[config.mk]
export PLATFORM = sky130hd
export DESIGN_NAME = hpdcache_gnt_fwd_flat
export DESIGN_NICKNAME = d
export VERILOG_FILES = /design/src/rtl/hpdcache_gnt_fwd_pkg.sv /design/src/rtl/hpdcache_gnt_fwd_if.sv /design/src/rtl/hpdcache_gnt_fwd_buf.sv /design/src/rtl/hpdcache_gnt_fwd.sv /design/src/flat_wrapper.sv
export SDC_FILE = /design/constraint.sdc
export NUM_CORES = 1
export LEC_CHECK = 0
export CAP_MARGIN = 0
export CELL_PAD_IN_SITES_DETAIL_PLACEMENT = 1
export CELL_PAD_IN_SITES_GLOBAL_PLACEMENT = 1
export CORE_UTILIZATION = 37
export CTS_CLUSTER_DIAMETER = 200
export DETAILED_ROUTE_END_ITERATION = 16
export PLACE_DENSITY = 0.86
export SYNTH_ARGS = -nofsm -noshare
export SYNTH_HDL_FRONTEND = slang
export SYNTH_HIERARCHICAL = 1
export SYNTH_SLANG_ARGS = --single-unit
[constraint.sdc]
create_clock -name clk_i -period 2 [get_ports clk_i]
set_input_delay 0.4 -clock clk_i [delete_from_list [all_inputs] [get_ports clk_i]]
set_output_delay 0.4 -clock clk_i [all_outputs]
set_load 0.005 [all_outputs]
[src/rtl/hpdcache_gnt_fwd_pkg.sv]
// Shared defaults and helpers for the grant-driven request forwarder.
package hpdcache_gnt_fwd_pkg;

    localparam int unsigned DEF_N = 2;
    localparam int unsigned DEF_W = 32;

    // A single requester still needs a 1-bit source field so widths never hit zero.
    function automatic int unsigned src_width(input int unsigned n);
        return (n > 1) ? $clog2(n) : 1;
    endfunction

endpackage

[src/rtl/hpdcache_gnt_fwd_if.sv]
// Request/grant/output bundle between the requesters, the arbiter and the forwarder.
interface hpdcache_gnt_fwd_if
    import hpdcache_gnt_fwd_pkg::*;
#(
    parameter int unsigned N = DEF_N,
    parameter int unsigned W = DEF_W
);
    localparam int unsigned SW = src_width(N);

    logic [N-1:0]   req_valid_i;
    logic [N-1:0]   req_ready_o;
    logic [N*W-1:0] req_data_i;
    logic [N-1:0]   gnt_i;
    logic           arb_ready_o;
    logic           out_valid_o;
    logic           out_ready_i;
    logic [W-1:0]   out_data_o;
    logic [SW-1:0]  out_src_o;

    // The forwarder sits on the slave side: it consumes requests and grants.
    modport slave (
        input  req_valid_i, req_data_i, gnt_i, out_ready_i,
        output req_ready_o, arb_ready_o, out_valid_o, out_data_o, out_src_o
    );

    // Requesters, arbiter and downstream together form the master side.
    modport master (
        output req_valid_i, req_data_i, gnt_i, out_ready_i,
        input  req_ready_o, arb_ready_o, out_valid_o, out_data_o, out_src_o
    );

endinterface

[src/rtl/hpdcache_gnt_fwd_buf.sv]
// Two-entry {data, src} FIFO; read side is a register mux so outputs have no input path.
module hpdcache_gnt_fwd_buf #(
    parameter int unsigned W  = 32,
    parameter int unsigned SW = 1
) (
    input  logic          clk_i,
    input  logic          rst_ni,
    input  logic          push,
    input  logic          pop,
    input  logic [W-1:0]  wdata,
    input  logic [SW-1:0] wsrc,
    output logic [W-1:0]  rdata,
    output logic [SW-1:0] rsrc,
    output logic          full,
    output logic          empty
);

    logic [W-1:0]  data_q [2];
    logic [SW-1:0] src_q  [2];
    logic          wr_ptr;
    logic          rd_ptr;
    logic [1:0]    count;

    // Storage, pointers and occupancy; reset clears entries so outputs read as zero.
    always_ff @(posedge clk_i or negedge rst_ni) begin
        if (!rst_ni) begin
            data_q[0] <= '0;
            data_q[1] <= '0;
            src_q[0]  <= '0;
            src_q[1]  <= '0;
            wr_ptr    <= 1'b0;
            rd_ptr    <= 1'b0;
            count     <= 2'd0;
        end else begin
            if (push) begin
                data_q[wr_ptr] <= wdata;
                src_q[wr_ptr]  <= wsrc;
                wr_ptr         <= ~wr_ptr;
            end
            if (pop) begin
                rd_ptr <= ~rd_ptr;
            end
            case ({push, pop})
                2'b10:   count <= count + 2'd1;
                2'b01:   count <= count - 2'd1;
                default: count <= count;
            endcase
        end
    end

    assign full  = (count == 2'd2);
    assign empty = (count == 2'd0);
    assign rdata = data_q[rd_ptr];
    assign rsrc  = src_q[rd_ptr];

    count_in_range: assert property (@(posedge clk_i) disable iff (!rst_ni) count <= 2'd2);

endmodule

[src/rtl/hpdcache_gnt_fwd.sv]
// Selects the granted requester's payload, buffers it with its index, and
// throttles the arbiter so the grant only advances on an accepted transfer.
module hpdcache_gnt_fwd
    import hpdcache_gnt_fwd_pkg::*;
#(
    parameter int unsigned N = DEF_N,
    parameter int unsigned W = DEF_W
) (
    input logic                clk_i,
    input logic                rst_ni,
    hpdcache_gnt_fwd_if.slave  bus
);

    localparam int unsigned SW = src_width(N);

    logic [W-1:0]  sel_data;
    logic [SW-1:0] sel_src;
    logic          full;
    logic          empty;
    logic          push;
    logic          pop;

    // One-hot mux of the payload and one-hot-to-binary encode of the grant.
    always_comb begin
        sel_data = '0;
        sel_src  = '0;
        for (int k = 0; k < N; k++) begin
            if (bus.gnt_i[k]) begin
                sel_data = sel_data | bus.req_data_i[k*W +: W];
                sel_src  = sel_src | SW'(k);
            end
        end
    end

    assign bus.arb_ready_o = ~full;
    assign bus.req_ready_o = bus.gnt_i & {N{~full}};
    assign push            = (|(bus.gnt_i & bus.req_valid_i)) & ~full;
    assign pop             = bus.out_valid_o & bus.out_ready_i;
    assign bus.out_valid_o = ~empty;

    hpdcache_gnt_fwd_buf #(
        .W  (W),
        .SW (SW)
    ) u_buf (
        .clk_i  (clk_i),
        .rst_ni (rst_ni),
        .push   (push),
        .pop    (pop),
        .wdata  (sel_data),
        .wsrc   (sel_src),
        .rdata  (bus.out_data_o),
        .rsrc   (bus.out_src_o),
        .full   (full),
        .empty  (empty)
    );

    gnt_onehot: assert property (@(posedge clk_i) disable iff (!rst_ni)
        $onehot0(bus.gnt_i));

    gnt_needs_valid: assert property (@(posedge clk_i) disable iff (!rst_ni)
        (bus.gnt_i & ~bus.req_valid_i) == '0);

    out_stable: assert property (@(posedge clk_i) disable iff (!rst_ni)
        (bus.out_valid_o && !bus.out_ready_i) |=>
            ($stable(bus.out_data_o) && $stable(bus.out_src_o)));

endmodule

[src/flat_wrapper.sv]
// flat-port wrapper written by rule: the top's interface ports become plain ports
module hpdcache_gnt_fwd_flat import hpdcache_gnt_fwd_pkg::*;
#(
    parameter int unsigned N = DEF_N,
    parameter int unsigned W = DEF_W
)
  (clk_i, rst_ni, bus_req_valid_i, bus_req_data_i, bus_gnt_i, bus_out_ready_i, bus_req_ready_o, bus_arb_ready_o, bus_out_valid_o, bus_out_data_o, bus_out_src_o);
  hpdcache_gnt_fwd_if #(.N(N), .W(W)) bus_i ();
  input logic clk_i;
  input logic rst_ni;
  input wire logic [$bits(bus_i.req_valid_i)-1:0] bus_req_valid_i;
  input wire logic [$bits(bus_i.req_data_i)-1:0] bus_req_data_i;
  input wire logic [$bits(bus_i.gnt_i)-1:0] bus_gnt_i;
  input wire logic [$bits(bus_i.out_ready_i)-1:0] bus_out_ready_i;
  output wire logic [$bits(bus_i.req_ready_o)-1:0] bus_req_ready_o;
  output wire logic [$bits(bus_i.arb_ready_o)-1:0] bus_arb_ready_o;
  output wire logic [$bits(bus_i.out_valid_o)-1:0] bus_out_valid_o;
  output wire logic [$bits(bus_i.out_data_o)-1:0] bus_out_data_o;
  output wire logic [$bits(bus_i.out_src_o)-1:0] bus_out_src_o;
  assign bus_i.req_valid_i = bus_req_valid_i;
  assign bus_i.req_data_i = bus_req_data_i;
  assign bus_i.gnt_i = bus_gnt_i;
  assign bus_i.out_ready_i = bus_out_ready_i;
  assign bus_req_ready_o = bus_i.req_ready_o;
  assign bus_arb_ready_o = bus_i.arb_ready_o;
  assign bus_out_valid_o = bus_i.out_valid_o;
  assign bus_out_data_o = bus_i.out_data_o;
  assign bus_out_src_o = bus_i.out_src_o;
  hpdcache_gnt_fwd #(.N(N), .W(W)) u_core (.clk_i(clk_i), .rst_ni(rst_ni), .bus(bus_i));
endmodule
**Yosys cells after proc, flatten, opt, wreduce, memory -nomap -nowiden**

Index checks and enable logic that the tools add are counted.

- Flip-flop bits (word level): 70
- Latch bits: 0
- RAM bits: 0
- Memory bits (read-only): 0
- Input port bits: 71
- Output and inout port bits: 37
- Memories kept: 0

- Add/subtract/negate cells: 2
- Multiply operators: 0
- Div/mod/pow operators: 0
- Magnitude comparators: 3
- Eq/ne operators: 3
- Shift-type cells: 0
- Mux-type cells: 16
- Bitwise operators: 11
- Reduce and logical (&&, ||, !) cells: 4

Operators with widths:

| operator | number |
|---|---|
| $mux 32 | 6 |
| $bwmux 64 | 1 |
| $demux 32 s1 | 1 |
| $or 32x32->32 | 1 |
| $mux 1 | 5 |
| $and 2x2->2 | 2 |
| $eq 2x2->1 const B | 2 |
| $ge 2x2->1 const B | 2 |
| $not 1->1 | 4 |
| $not 1->2 | 2 |
| $pmux 2 s2 | 1 |
| $add 2x1->2 const B | 1 |
| $and 1x1->1 | 2 |
| $bwmux 2 | 1 |
| $eq 2x1->1 const B | 1 |
| $logic_not 2->1 | 1 |
| $lt 2x1->1 const B | 1 |
| $reduce_bool 2->1 | 1 |
| $reduce_or 2->1 | 1 |
| $sub 2x1->2 const B | 1 |
| $demux 1 s1 | 1 |
| $logic_and 1x1->1 | 1 |

**Logic depth before layout (Yosys ltp)**

- Depth in word-level cells: 6
- Gate-level depth with buffers: 8
- Gate-level depth less buffers: 7

**Cells and area by module**

The synthesis kept the hierarchy.

Modules (own cells, without submodules):

| module | instances | cells an instance | area an instance (sq um) |
|---|---|---|---|
| hpdcache_gnt_fwd_buf | 1 | 191 | 3,045.4 |
| hpdcache_gnt_fwd | 1 | 47 | 411.6 |

**Worst setup path after synthesis**

Ideal clock, no wire load.

- Path kind: input -> register
- Start point: in bus_gnt_i[0]
- End point: reg u_core/u_buf/src_q[1] (netlist bit)
- Setup time: 0.125 ns
- Arrival: 1.539 ns
- Required time: 1.875 ns
- Slack: 0.336 ns
- Stages on the path: 7
- Cell sequence: buf_6 -> a22oi_1 -> nor2_1 -> inv_1 -> nor2_4 -> buf_6 -> mux2_2

- Word-level cells in the longest chain between the ends: 3

RTL lines:

| element | line | text |
|---|---|---|
| from (decl) | flat_wrapper.sv:13 | `input wire logic [$bits(bus_i.gnt_i)-1:0] bus_gnt_i;` |
| $and 2x2->2 | hpdcache_gnt_fwd.sv:37 | `assign push = (\|(bus.gnt_i & bus.req_valid_i)) & ~full;` |
| $reduce_or 2->1 | hpdcache_gnt_fwd.sv:37 |  |
| $and 1x1->1 | hpdcache_gnt_fwd.sv:37 |  |
| named net u_core.push | hpdcache_gnt_fwd.sv:20 | `logic push;` |
| to (signal, indexed assignment) | hpdcache_gnt_fwd_buf.sv:37 | `src_q[wr_ptr] <= wsrc;` |
| to (decl) | hpdcache_gnt_fwd_buf.sv:19 | `logic [SW-1:0] src_q [2];` |

The timed path passes the listed nets, and every way through them passes these cells.
A chain may end at the register's enable or synchronous reset.

**Worst setup path in the final report**

- Start point: reg u_core.u_buf.rd_ptr
- End point: out bus_out_data_o[26]

- Word-level cells in the longest chain between the ends: 4

RTL lines:

| element | line | text |
|---|---|---|
| from (decl) | hpdcache_gnt_fwd_buf.sv:21 | `logic rd_ptr;` |
| from (signal assigned) | hpdcache_gnt_fwd_buf.sv:41 | `rd_ptr <= ~rd_ptr;` |
| $not 1->2 (implied by the code) | hpdcache_gnt_fwd_buf.sv:53 | `assign rdata = data_q[rd_ptr];` |
| $mux 32 (implied by the code) (3 in series) | hpdcache_gnt_fwd_buf.sv:53 |  |
| to (decl) | flat_wrapper.sv:18 | `output wire logic [$bits(bus_i.out_data_o)-1:0] bus_out_data_o;` |

No other way between the ends. The select of a mux whose other input is x is not followed.

==> impl_metrics.py <==
metrics = {
    "floorplanning": {
        "fp.dieH_microns": 98.7,
        "core_sq_mm": 0.00889,
        "die_w_microns": 98.7,
        "start_util": 0.389,
        "fp-row-count": 34,
        "pin_count": 108,
        "dieArea_sq_mm": 0.00973,
    },
    "drt": {
        "routedWlPerCell_microns": 18.8,
        "vias": 2431,
        "wl_microns": 8860,
        "via_per_inst": 5.17,
        "first_pass_iters": 3,
        "drt.antenna.violating_nets": 0,
        "drcViolationCount": 0,
        "drtIter0Drc": 47,
    },
    "timing": {
        "fin_skew_ns": 0.00934,
        "finalSetupTns_ns": 0,
        "max_clock_freq_mhz": 504,
        "final_max_slew_viol_count": 0,
        "final.period_utilization": 0.992,
        "slew_headroom": 0.745,
        "final-setup-viol-count": 0,
        "setup_slack_ns": 0.0159,
        "grt_setup_unrepaired": "yes",
        "hold_viol": 0,
        "hold-worst-slack_ns": 0.0607,
        "fin_crit_ns": 1.98,
        "worst_pin_slew_ns": 0.382,
    },
    "final_layout": {
        "drive_gt1_frac": 0.406,
        "antenna_cells": 0,
        "area_growth_syn_to_layout_pct": 42.7,
        "fin_cells": 470,
        "fin_nets": 429,
        "final_util": 0.555,
    },
    "logic_synthesis": {
        "ys_types": 16,
        "syn_area_per_cell_sq_um": 14.5,
        "netlist_area_sq_mm": 0.00346,
        "ys_ff_latch": 70,
        "seq_area_frac_synth": 0.507,
        "yosysWarnings": 6,
        "syn_nets": 310,
        "syn_inst": 238,
    },
    "worst_hold_path": {
        "hold_class": "input port to asynchronous set/reset pin",
    },
    "cts": {
        "ctsHoldBuffers": 0,
        "clk_latency_ns": 0.34,
        "cts_buffer_depth": 2,
        "cts_max_level": 3,
        "root_buffer": "clkbuf_8",
        "cts_buffers": 9,
        "path_clk_slew_ns": 0.07,
        "cts_tree": "yes",
        "clock-sinks": 70,
    },
    "power": {
        "irDropWorstVdd_uv": 625,
        "p_leak_uw": 0.00217,
        "power_density_mw_per_mm2": 1470,
    },
    "placement": {
        "numPortBuffers": 107,
        "dp_slack_ns": -0.154,
        "dpl.hpwl_microns": 6020,
        "place_inst": 447,
        "place.gp.congestion": 0.762,
    },
    "setup_path": {
        "critPathMaxFanout": 8,
        "r2r_start": "u_core/u_buf/count[0]",
        "r2r-end": "u_core/u_buf/data_q[23]",
        "r2r_setup_slack_ns": 0.35,
        "cp.arrival_ns": 1.58,
        "critPathLaunchType": "flip-flop",
        "endpoint_kind": "output pin",
        "crit_end": "bus_out_data_o[26]",
        "path_class": "flip-flop to output pin",
        "required_ns": 1.60,
        "reg2reg_depth": 6,
        "worstSetupStartpoint": "u_core/u_buf/rd_ptr",
    },
    "grt": {
        "grt-ovfl-total": 0,
        "grt_usage": 0.197,
        "grt_pass1_wl_microns": 14500,
        "grt_pass1_vias": 2834,
        "grt_max_degree": 71,
        "grt_antenna_before_repair": 0,
    },
    "run_status": {
        "status": "complete, no violations",
    },
    "job": {
        "max_cap_viol_count": 0,
    },
}
[worst min path at each step]
stage | from | end | slack (ns) | depth (start not counted)
final | rst_ni | u_core/u_buf/data_q[50] | 0.06 | 2
after global routing | rst_ni | u_core/u_buf/data_q[50] | 0.09 | 2
after CTS | rst_ni | u_core/u_buf/data_q[50] | 0.08 | 2
after detailed placement | rst_ni | u_core/u_buf/data_q[50] | 0.45 | 2
after global placement | rst_ni | u_core/u_buf/data_q[18] | 0.45 | 2
after floorplan | rst_ni | u_core/u_buf/count[0] | 0.10 | 0
[worst max-delay path, cell delays in order, from the launching register on]
cell and delay (ns):
dfrtp_2 0.39, buf_12 0.12, buf_12 0.12, mux2_2 0.34
dlygate4sd2_1 0.26
[cell usage in the layout, fill, tap and decap left out, types with 2 or more instances in the layout]
| master | Yosys | layout |
|---|---|---|
| a22o_1 | 29 | 29 |
| a22o_2 | 3 | 3 |
| buf_12 | 0 | 6 |
| buf_2 | 4 | 8 |
| buf_4 | 0 | 9 |
| clkbuf_8 | 0 | 11 |
| clkdlybuf4s15_1 | 0 | 21 |
| clkdlybuf4s50_1 | 0 | 70 |
| clkinv_2 | 0 | 3 |
| dfrtp_1 | 70 | 69 |
| dlygate4sd2_1 | 0 | 7 |
| inv_1 | 3 | 3 |
| mux2_1 | 2 | 2 |
| mux2_2 | 97 | 97 |
| nor2_1 | 3 | 3 |
| nor2b_1 | 4 | 2 |
| xnor2_1 | 2 | 2 |
| xor2_1 | 3 | 3 |
[through the flow]
stage	power [uW]	cell area, sq um
2_1_floorplan	4370	3460
5_1_grt	7700	4930
6_report	7240	4930
3_3_place_gp	5940	4630
3_5_place_dp	6130	4630
4_1_cts	7280	4900
[state kept, by name, indices dropped and copies added, names as in the netlist]
| name | flops |
|---|---|
| u_core/u_buf/data_q | 64 |
| u_core/u_buf/src_q | 2 |
| u_core/u_buf/count | 2 |
| u_core/u_buf/rd_ptr | 1 |
| u_core/u_buf/wr_ptr | 1 |
[timing repair]
action / in CTS / in global routing
endpoints found under the setup margin: 35 / 29
gates resized for setup: 68 / 17
setup buffers: 3 / 1
gates cloned: 3 / 1
[cells by family after synthesis]
group / after synthesis / share of synthesized area
compound gates: 33 / 0.0843
xor+xnor: 5 / 0.0127
fa+ha+maj: 1 / 0.00362
buf+inv: 21 / 0.0547
flops: 70 / 0.507
mux: 99 / 0.322
simple gates: 9 / 0.0156
[report_power, final]
group,internal [uW],switching (uW),total [uW]
registers,2140,383,2520
clock network,638,509,1150
logic,2330,1250,3580
total,5100,2140,7240
[area by class of cell]
class                           instances  area, sq um
Clock buffer                           12          155
Clock inverter                          4         45.0
Fill cell                             880         3960
Inverter                                3         11.3
Multi-Input combinational cell        147         1530
Sequential cell                        70         1750
Tap cell                              108          135
Timing Repair Buffer                  126         1310
[metal layers]
layer,GRT usage,share of wire
met2,0.348,0.53
met4,0.0987,0.017
met3,0.0262,0.033
met5,0,0
met1,0.235,0.42
[cells in the mapped netlist, drive strengths merged]
master	number	area share
mux2	99	0.32
dfrtp	70	0.51
buf	18	0.051
xnor2	2	0.0051
xor2	3	0.0076
nand2	1	0.0018
a22oi	1	0.0022
ha	1	0.0036
a22o	32	0.082
nor2	4	0.0065
inv	3	0.0033
nor2b	4	0.0072
No activity file was read; power rests on OpenSTA's default activity.
